$ cat src/rtl/alien_formation_mover_pkg.sv
// alien_pkg: motion encoding shared with the renderer and the mover state enum.
package alien_pkg;
  localparam logic [1:0] MOTION_NONE  = 2'd0;
  localparam logic [1:0] MOTION_LEFT  = 2'd1;
  localparam logic [1:0] MOTION_RIGHT = 2'd2;
  localparam logic [1:0] MOTION_DOWN  = 2'd3;
  typedef enum logic [1:0] {ST_IDLE, ST_MARCH, ST_DESCEND, ST_LANDED} mover_state_t;
endpackage

$ cat src/rtl/alien_formation_mover_if.sv
// alien_formation_mover_if: game-side controls in, formation motion/position out.
interface alien_formation_mover_if #(
  parameter int X_W   = 10,
  parameter int Y_W   = 9,
  parameter int CNT_W = 6
);
  logic             enable;
  logic             run;
  logic             wave_restart;
  logic             canLeft;
  logic             canRight;
  logic [CNT_W-1:0] alive_count;
  logic [1:0]       Motion;
  logic [X_W-1:0]   pos_x;
  logic [Y_W-1:0]   pos_y;
  logic             dir_right;
  logic             landed;
  logic             step;
  modport master (
    output enable, run, wave_restart, canLeft, canRight, alive_count,
    input  Motion, pos_x, pos_y, dir_right, landed, step
  );
  modport slave (
    input  enable, run, wave_restart, canLeft, canRight, alive_count,
    output Motion, pos_x, pos_y, dir_right, landed, step
  );
endinterface

$ cat src/rtl/alien_formation_mover_step_rate_divider.sv
// step_rate_divider: turns game ticks into step events, period shrinking with fewer aliens.
module step_rate_divider #(
  parameter int CNT_W            = 6,
  parameter int PER_W            = 8,
  parameter int MIN_PERIOD       = 2,
  parameter int PERIOD_PER_ALIVE = 1
) (
  input  logic             clk,
  input  logic             reset,
  input  logic             enable,
  input  logic             run,
  input  logic             wave_restart,
  input  logic             frozen,
  input  logic [CNT_W-1:0] alive_count,
  output logic             step_ev
);
  localparam int PMAX = 2**PER_W - 1;
  logic [31:0]      raw;
  logic [PER_W-1:0] period, tick_q, tick_d;
  logic             active;
  assign raw     = 32'(MIN_PERIOD) + 32'(alive_count) * 32'(PERIOD_PER_ALIVE);
  assign period  = (raw > 32'(PMAX)) ? PER_W'(PMAX) : (raw == '0) ? PER_W'(1) : raw[PER_W-1:0];
  assign active  = enable && run && (alive_count != '0) && !frozen;
  // >= rather than == so a period that shrinks mid-count fires on the next tick
  assign step_ev = active && (tick_q >= period - PER_W'(1));
  always_comb begin
    tick_d = (wave_restart || step_ev) ? '0 : active ? tick_q + PER_W'(1) : tick_q;
  end
  always_ff @(posedge clk or negedge reset) begin
    if (!reset) tick_q <= '0;
    else        tick_q <= tick_d;
  end
endmodule

$ cat src/rtl/alien_formation_mover.sv
// alien_formation_mover: zig-zag formation FSM with saturating origin, multi-row
// descents, landing detection and wave restart.
module alien_formation_mover
  import alien_pkg::*;
#(
  parameter int X_W              = 10,
  parameter int Y_W              = 9,
  parameter int CNT_W            = 6,
  parameter int PER_W            = 8,
  parameter int X_START          = 0,
  parameter int Y_START          = 32,
  parameter int Y_LIMIT          = 400,
  parameter int STEP_X           = 2,
  parameter int STEP_Y           = 8,
  parameter int DOWN_STEPS       = 1,
  parameter int MIN_PERIOD       = 2,
  parameter int PERIOD_PER_ALIVE = 1
) (
  input logic                  clk,
  input logic                  reset,
  alien_formation_mover_if.slave bus
);
  localparam int DW = $clog2(DOWN_STEPS + 1);
  localparam logic [X_W-1:0] SX   = X_W'(STEP_X);
  localparam logic [X_W-1:0] XMAX = '1;
  mover_state_t   state_q, state_d;
  logic [X_W-1:0] pos_x_q, pos_x_d, x_left, x_right;
  logic [Y_W-1:0] pos_y_q, pos_y_d;
  logic [Y_W:0]   y_sum;
  logic [1:0]     motion_q, motion_d;
  logic [DW-1:0]  down_q, down_d;
  logic step_q, step_d, dir_q, dir_d, landed_q, landed_d;
  logic step_ev, frozen, fwd_ok, rev_ok, marching, descending, more_down;
  logic do_down, do_move, mv_dir, land;
  assign frozen = (state_q == ST_LANDED);
  step_rate_divider #(
    .CNT_W(CNT_W), .PER_W(PER_W), .MIN_PERIOD(MIN_PERIOD), .PERIOD_PER_ALIVE(PERIOD_PER_ALIVE)
  ) u_div (
    .clk(clk), .reset(reset), .enable(bus.enable), .run(bus.run),
    .wave_restart(bus.wave_restart), .frozen(frozen), .alive_count(bus.alive_count),
    .step_ev(step_ev)
  );
  assign x_right    = (pos_x_q > XMAX - SX) ? XMAX : pos_x_q + SX;
  assign x_left     = (pos_x_q < SX) ? '0 : pos_x_q - SX;
  assign y_sum      = {1'b0, pos_y_q} + (Y_W+1)'(STEP_Y);
  assign land       = (y_sum >= (Y_W+1)'(Y_LIMIT));
  assign fwd_ok     = dir_q ? bus.canRight : bus.canLeft;
  assign rev_ok     = dir_q ? bus.canLeft : bus.canRight;
  assign marching   = step_ev && (state_q == ST_MARCH);
  assign descending = step_ev && (state_q == ST_DESCEND);
  assign more_down  = (down_q < DW'(DOWN_STEPS));
  assign do_down    = (marching && !fwd_ok) || (descending && more_down);
  assign do_move    = (marching && fwd_ok) || (descending && !more_down && (fwd_ok || rev_ok));
  // After a descent the formation prefers its new direction but reverses if that side is blocked
  assign mv_dir     = (state_q == ST_MARCH || fwd_ok) ? dir_q : !dir_q;
  assign step_d     = (motion_d != MOTION_NONE);
  always_comb begin
    state_d  = state_q;
    pos_x_d  = pos_x_q;
    pos_y_d  = pos_y_q;
    dir_d    = dir_q;
    landed_d = landed_q;
    down_d   = down_q;
    motion_d = MOTION_NONE;
    if (bus.wave_restart) begin
      state_d  = ST_IDLE;
      pos_x_d  = X_W'(X_START);
      pos_y_d  = Y_W'(Y_START);
      dir_d    = 1'b1;
      landed_d = 1'b0;
      down_d   = '0;
    end else if (state_q == ST_IDLE && bus.run && bus.alive_count != '0) begin
      state_d = ST_MARCH;
    end else if (do_down) begin
      motion_d = MOTION_DOWN;
      pos_y_d  = land ? Y_W'(Y_LIMIT) : y_sum[Y_W-1:0];
      landed_d = land;
      state_d  = land ? ST_LANDED : ST_DESCEND;
      down_d   = marching ? DW'(1) : down_q + DW'(1);
      dir_d    = marching ? !dir_q : dir_q;
    end else if (do_move) begin
      motion_d = mv_dir ? MOTION_RIGHT : MOTION_LEFT;
      pos_x_d  = mv_dir ? x_right : x_left;
      dir_d    = mv_dir;
      state_d  = ST_MARCH;
    end
  end
  always_ff @(posedge clk or negedge reset) begin
    if (!reset) begin
      state_q  <= ST_IDLE;
      pos_x_q  <= X_W'(X_START);
      pos_y_q  <= Y_W'(Y_START);
      dir_q    <= 1'b1;
      landed_q <= 1'b0;
      down_q   <= '0;
      motion_q <= MOTION_NONE;
      step_q   <= 1'b0;
    end else begin
      state_q  <= state_d;
      pos_x_q  <= pos_x_d;
      pos_y_q  <= pos_y_d;
      dir_q    <= dir_d;
      landed_q <= landed_d;
      down_q   <= down_d;
      motion_q <= motion_d;
      step_q   <= step_d;
    end
  end
  assign bus.Motion    = motion_q;
  assign bus.step      = step_q;
  assign bus.pos_x     = pos_x_q;
  assign bus.pos_y     = pos_y_q;
  assign bus.dir_right = dir_q;
  assign bus.landed    = landed_q;
endmodule

$ cat src/flat_wrapper.sv
// flat-port wrapper written by rule: the top's interface ports become plain ports
module alien_formation_mover_flat import alien_pkg::*;
#(
  parameter int X_W              = 10,
  parameter int Y_W              = 9,
  parameter int CNT_W            = 6,
  parameter int PER_W            = 8,
  parameter int X_START          = 0,
  parameter int Y_START          = 32,
  parameter int Y_LIMIT          = 400,
  parameter int STEP_X           = 2,
  parameter int STEP_Y           = 8,
  parameter int DOWN_STEPS       = 1,
  parameter int MIN_PERIOD       = 2,
  parameter int PERIOD_PER_ALIVE = 1
)
  (clk, reset, bus_enable, bus_run, bus_wave_restart, bus_canLeft, bus_canRight, bus_alive_count, bus_Motion, bus_pos_x, bus_pos_y, bus_dir_right, bus_landed, bus_step);
  alien_formation_mover_if #(.X_W(X_W), .Y_W(Y_W), .CNT_W(CNT_W)) bus_i ();
  input logic clk;
  input logic reset;
  input wire logic [$bits(bus_i.enable)-1:0] bus_enable;
  input wire logic [$bits(bus_i.run)-1:0] bus_run;
  input wire logic [$bits(bus_i.wave_restart)-1:0] bus_wave_restart;
  input wire logic [$bits(bus_i.canLeft)-1:0] bus_canLeft;
  input wire logic [$bits(bus_i.canRight)-1:0] bus_canRight;
  input wire logic [$bits(bus_i.alive_count)-1:0] bus_alive_count;
  output wire logic [$bits(bus_i.Motion)-1:0] bus_Motion;
  output wire logic [$bits(bus_i.pos_x)-1:0] bus_pos_x;
  output wire logic [$bits(bus_i.pos_y)-1:0] bus_pos_y;
  output wire logic [$bits(bus_i.dir_right)-1:0] bus_dir_right;
  output wire logic [$bits(bus_i.landed)-1:0] bus_landed;
  output wire logic [$bits(bus_i.step)-1:0] bus_step;
  assign bus_i.enable = bus_enable;
  assign bus_i.run = bus_run;
  assign bus_i.wave_restart = bus_wave_restart;
  assign bus_i.canLeft = bus_canLeft;
  assign bus_i.canRight = bus_canRight;
  assign bus_i.alive_count = bus_alive_count;
  assign bus_Motion = bus_i.Motion;
  assign bus_pos_x = bus_i.pos_x;
  assign bus_pos_y = bus_i.pos_y;
  assign bus_dir_right = bus_i.dir_right;
  assign bus_landed = bus_i.landed;
  assign bus_step = bus_i.step;
  alien_formation_mover #(.X_W(X_W), .Y_W(Y_W), .CNT_W(CNT_W), .PER_W(PER_W), .X_START(X_START), .Y_START(Y_START), .Y_LIMIT(Y_LIMIT), .STEP_X(STEP_X), .STEP_Y(STEP_Y), .DOWN_STEPS(DOWN_STEPS), .MIN_PERIOD(MIN_PERIOD), .PERIOD_PER_ALIVE(PERIOD_PER_ALIVE)) u_core (.clk(clk), .reset(reset), .bus(bus_i));
endmodule
$ cat config.mk
export PLATFORM = sky130hd
export DESIGN_NAME = alien_formation_mover_flat
export DESIGN_NICKNAME = d
export VERILOG_FILES = /design/src/rtl/alien_formation_mover_pkg.sv /design/src/rtl/alien_formation_mover_if.sv /design/src/rtl/alien_formation_mover_step_rate_divider.sv /design/src/rtl/alien_formation_mover.sv /design/src/flat_wrapper.sv
export SDC_FILE = /design/constraint.sdc
export NUM_CORES = 1
export LEC_CHECK = 0
export ABC_AREA = 0
export ABC_CLOCK_PERIOD_IN_PS = 2000
export CAP_MARGIN = 5
export CORE_MARGIN = 2
export CORE_UTILIZATION = 51
export CTS_BUF_LIST = sky130_fd_sc_hd__clkbuf_2
export DETAILED_ROUTE_END_ITERATION = 8
export GPL_TIMING_DRIVEN = 1
export PLACE_DENSITY = 0.88
export SLEW_MARGIN = 20
export SYNTH_ARGS = -nofsm -noshare
export SYNTH_HDL_FRONTEND = slang
export SYNTH_SLANG_ARGS = --single-unit
$ cat constraint.sdc
create_clock -name clk -period 2 [get_ports clk]
set_clock_uncertainty 0.05 [all_clocks]
set_input_delay 0.6 -clock clk [delete_from_list [all_inputs] [get_ports clk]]
set_output_delay 0.6 -clock clk [all_outputs]
set_load 0.02 [all_outputs]
==> run summary <==
Worst EP arrival: 3.65 ns
Filler cells: 276
Sw Ratio: 41.4%
Antenna diodes: 0
reg2reg end: u_core.bus.pos_y[6]
final slew viol count: 0
Ports: 37
crit share post-route: 169%
H-Tree Depth: 2
max_cap viols: 0
CP required: 2.27 ns
DR pass1 iterations: 6
final instance area: 4100 um2
GPL Wtd Cong: 0.897
CP Class: input pin to flip-flop
CTS tree: yes
DRT iter0 DRCs: 445
P_int: 1310 uW
total vias in the final route: 3,338
FF-to-FF setup slack: -0.32 ns
Max IR drop VDD: 0.583 mV
slowest stage delay, CP: 0.37 ns
delay-heaviest family, CP: compound AO/OA/AOI/OAI gates
core box area: 5010 um2
syn avg cell area: 8.29 um2
net switching power figure: 930 uW
Clock Tree Buf Depth: 2
Yosys top cell area share: 28.7%
Reg area: 812 um2
port buffer count: 33
Num CTS Buffers: 5
post-synthesis cell count: 315
largest net degree at the start of global routing: 33
DR WL/cell: 21.5 um
GRT Total Usage: 34.2%
Hold/Removal Path Class: input pin to asynchronous set/reset pin
final setup vio count: 32
leading area contributor after synthesis: dfrtp_1
final wirelength: 10,800 um
Unique masters post-synth: 71
Critical Path End: u_core.bus.pos_y[6]
number of global-route vias before repair: 3,148
outcome: finished, violations left
Synth async-reset ratio: 100%
Comb power frac: 43.4%
FF-to-FF path depth: 7
fin nets: 457
Critical Path Source Type: input pin
Worst Path Buf+Inv: 5
CP Depth: 19
Worst R2R Start: u_core.state_q[0]
clock-pin slew on the worst setup and hold paths: 0.22 ns
slowest cell on the critical path: a2111oi_4
layout cells sized above 1: 42.0%
site row count: 26
register area share after synthesis: 30.7%
Vias per Instance: 6.66
PD cells: 547 nW/um2
Syn. warnings: 0
Slew @ Worst Pin: 0.538 ns
Clk pwr share: 21.4%
DRC: 0
Power, Total: 2240 uW
Placed Instance Area: 3600 um2
P_leak: 0.00180 uW
largest cells by area after synthesis: dfrtp_1 29%, ha_1 6.7%, a21oi_1 5.2%, nand2_1 3.6%, nor2_1 3.2%
multi-input logic area: 2010 um2
Yosys reg bits: 32
Tmin final: 3.38 ns
failing checks: negative setup slack
Initial Util: 52.1%
Post-Syn Area: 2610 um2
Reg power frac: 35.2%
CTS root buffer: clkbuf_2
Die Footprint: 5710 um2
Final Hold Vio Count: 0
Post-DRT Antenna Nets: 0
dominant synthesized flop cell: dfrtp_1
first-pass GRT wire length: 14,700 um
Slew Limit Headroom: 63.8%
crit path cell chain: buf_8 > buf_4 > and3_4 > o32ai_2 > a41oi_2 > ha_2 > nand3_2 > nand4_1 > o31a_1 > ha_4 > nand3_2 > a21boi_2 > buf_4 > nor2_4 > buf_6 > buf_12 > a2111oi_4 > o21ai_1 > a21oi_1
clk sink count: 32
area added between synthesis and finish: 57.0%
Achievable Freq: 296 MHz
most frequent cells in the layout: 76 x buf_4, 23 x dfrtp_1, 21 x nand2_1
number of synthesized flops with an enable pin: 0
antenna violations before repair: 0
fin util: 81.9%
die span in x: 75.6 um
Die Y: 75.6 um
placed wire-length estimate: 5980 um
setup slack after placement: -2.15 ns
total grt overflow: 0
commonest non-fill, non-tap cell in the layout: buf_4
worst skew pair latency: 0.41 ns
Setup crit start: bus_alive_count[1]
setup repair after global routing missed its margin: yes
CP Capture Type: flip-flop
worst-path maximum fanout: 4
Final WS setup: -1.38 ns
layout make-up:
class / instances / area share (%)
clock inverters: 3 / 1.04
multi-input cells: 254 / 49.0
repair buffers: 125 / 26.4
flip-flops and latches: 32 / 19.8
clock buffers: 5 / 0.610
inverters: 12 / 1.10
well taps: 70 / 2.14
worst min path at each step:
stage	depth (start not counted)	endpoint
floorplan	0	u_core.bus.Motion[0]
CTS	2	u_core.bus.pos_x[8]
global placement	1	u_core.bus.pos_x[0]
finish	2	u_core.bus.pos_x[6]
detailed placement	1	u_core.bus.pos_x[0]
global route	2	u_core.bus.pos_x[6]
timing repair:
item / CTS / global route
setup endpoints to repair: 52 / 35
pin swaps: 29 / 32
cloned: 2 / 0
buffers inserted: 12 / 10
hold buffers: 0 / 0
gates resized for setup: 77 / 35
worst reg2reg max path: cells and delay by family, from the launching register on:
kind | cells | cell delay [ns]
AOI/OAI and AO/OA | 5 | 1.34
buffers and inverters | 1 | 0.20
DFF | 1 | 0.51
and+or+nand+nor | 1 | 0.13
synthesized netlist by cell type, types with 6 or more instances:
library cell and instances:
a21oi_1 27, a31oi_1 6, and3_1 9, clkbuf_1 11, dfrtp_1 30, ha_1 14
inv_1 12, nand2_1 25, nand3_1 15, nor2_1 22, nor3_1 12, o21ai_0 14
xnor2_1 6
per-stage QoR:
step	TNS, ns	instances	hold WS (ns)
CTS	-34.81	493	0.501
global route	-41.15	501	0.461
finish	-38.54	501	0.463
floorplan	-37.75	317	0.254
detailed placement	-63.38	472	0.514
global placement	-57.49	472	0.494
kinds of logic (layout without fill, tap and decap cells):
group | after synthesis | after routing | synth area share, %
AND/OR/NAND/NOR | 127 | 127 | 27.0
buffers and inverters | 33 | 145 | 6.23
multiplexers | 4 | 4 | 1.53
XOR/XNOR | 10 | 10 | 3.35
AO/OA/AOI/OAI | 94 | 96 | 24.3
flip-flops | 32 | 32 | 30.7
adder cells (fa/ha/maj) | 14 | 14 | 6.71
other | 1 | 3 | 0.144
power groups by stage:
stage	Sequential (uW)	Clock, uW	Combinational (uW)
2_1_floorplan	812	0	453
3_3_place_gp	781	0	785
3_5_place_dp	785	0	813
4_1_cts	777	467	836
5_1_grt	795	501	1020
6_report	791	480	973
registers in the layout, indices dropped and copies added (netlist names):
signal / count
u_core.down_q: 1
u_core.bus.dir_right: 1
u_core.bus.step: 1
u_core.state_q: 2
u_core.bus.pos_x: 10
u_core.bus.pos_y: 6
u_core.bus.Motion: 2
u_core.u_div.tick_q: 8
u_core.bus.landed: 1
metal layers:
layer | GRT usage (%) | wire length [um]
met2 | 57.4 | 5170
met5 | 0 | 0
met1 | 42.2 | 4060
met3 | 6.22 | 1010
met4 | 17.0 | 525
Power figures use the tool's default switching activity.
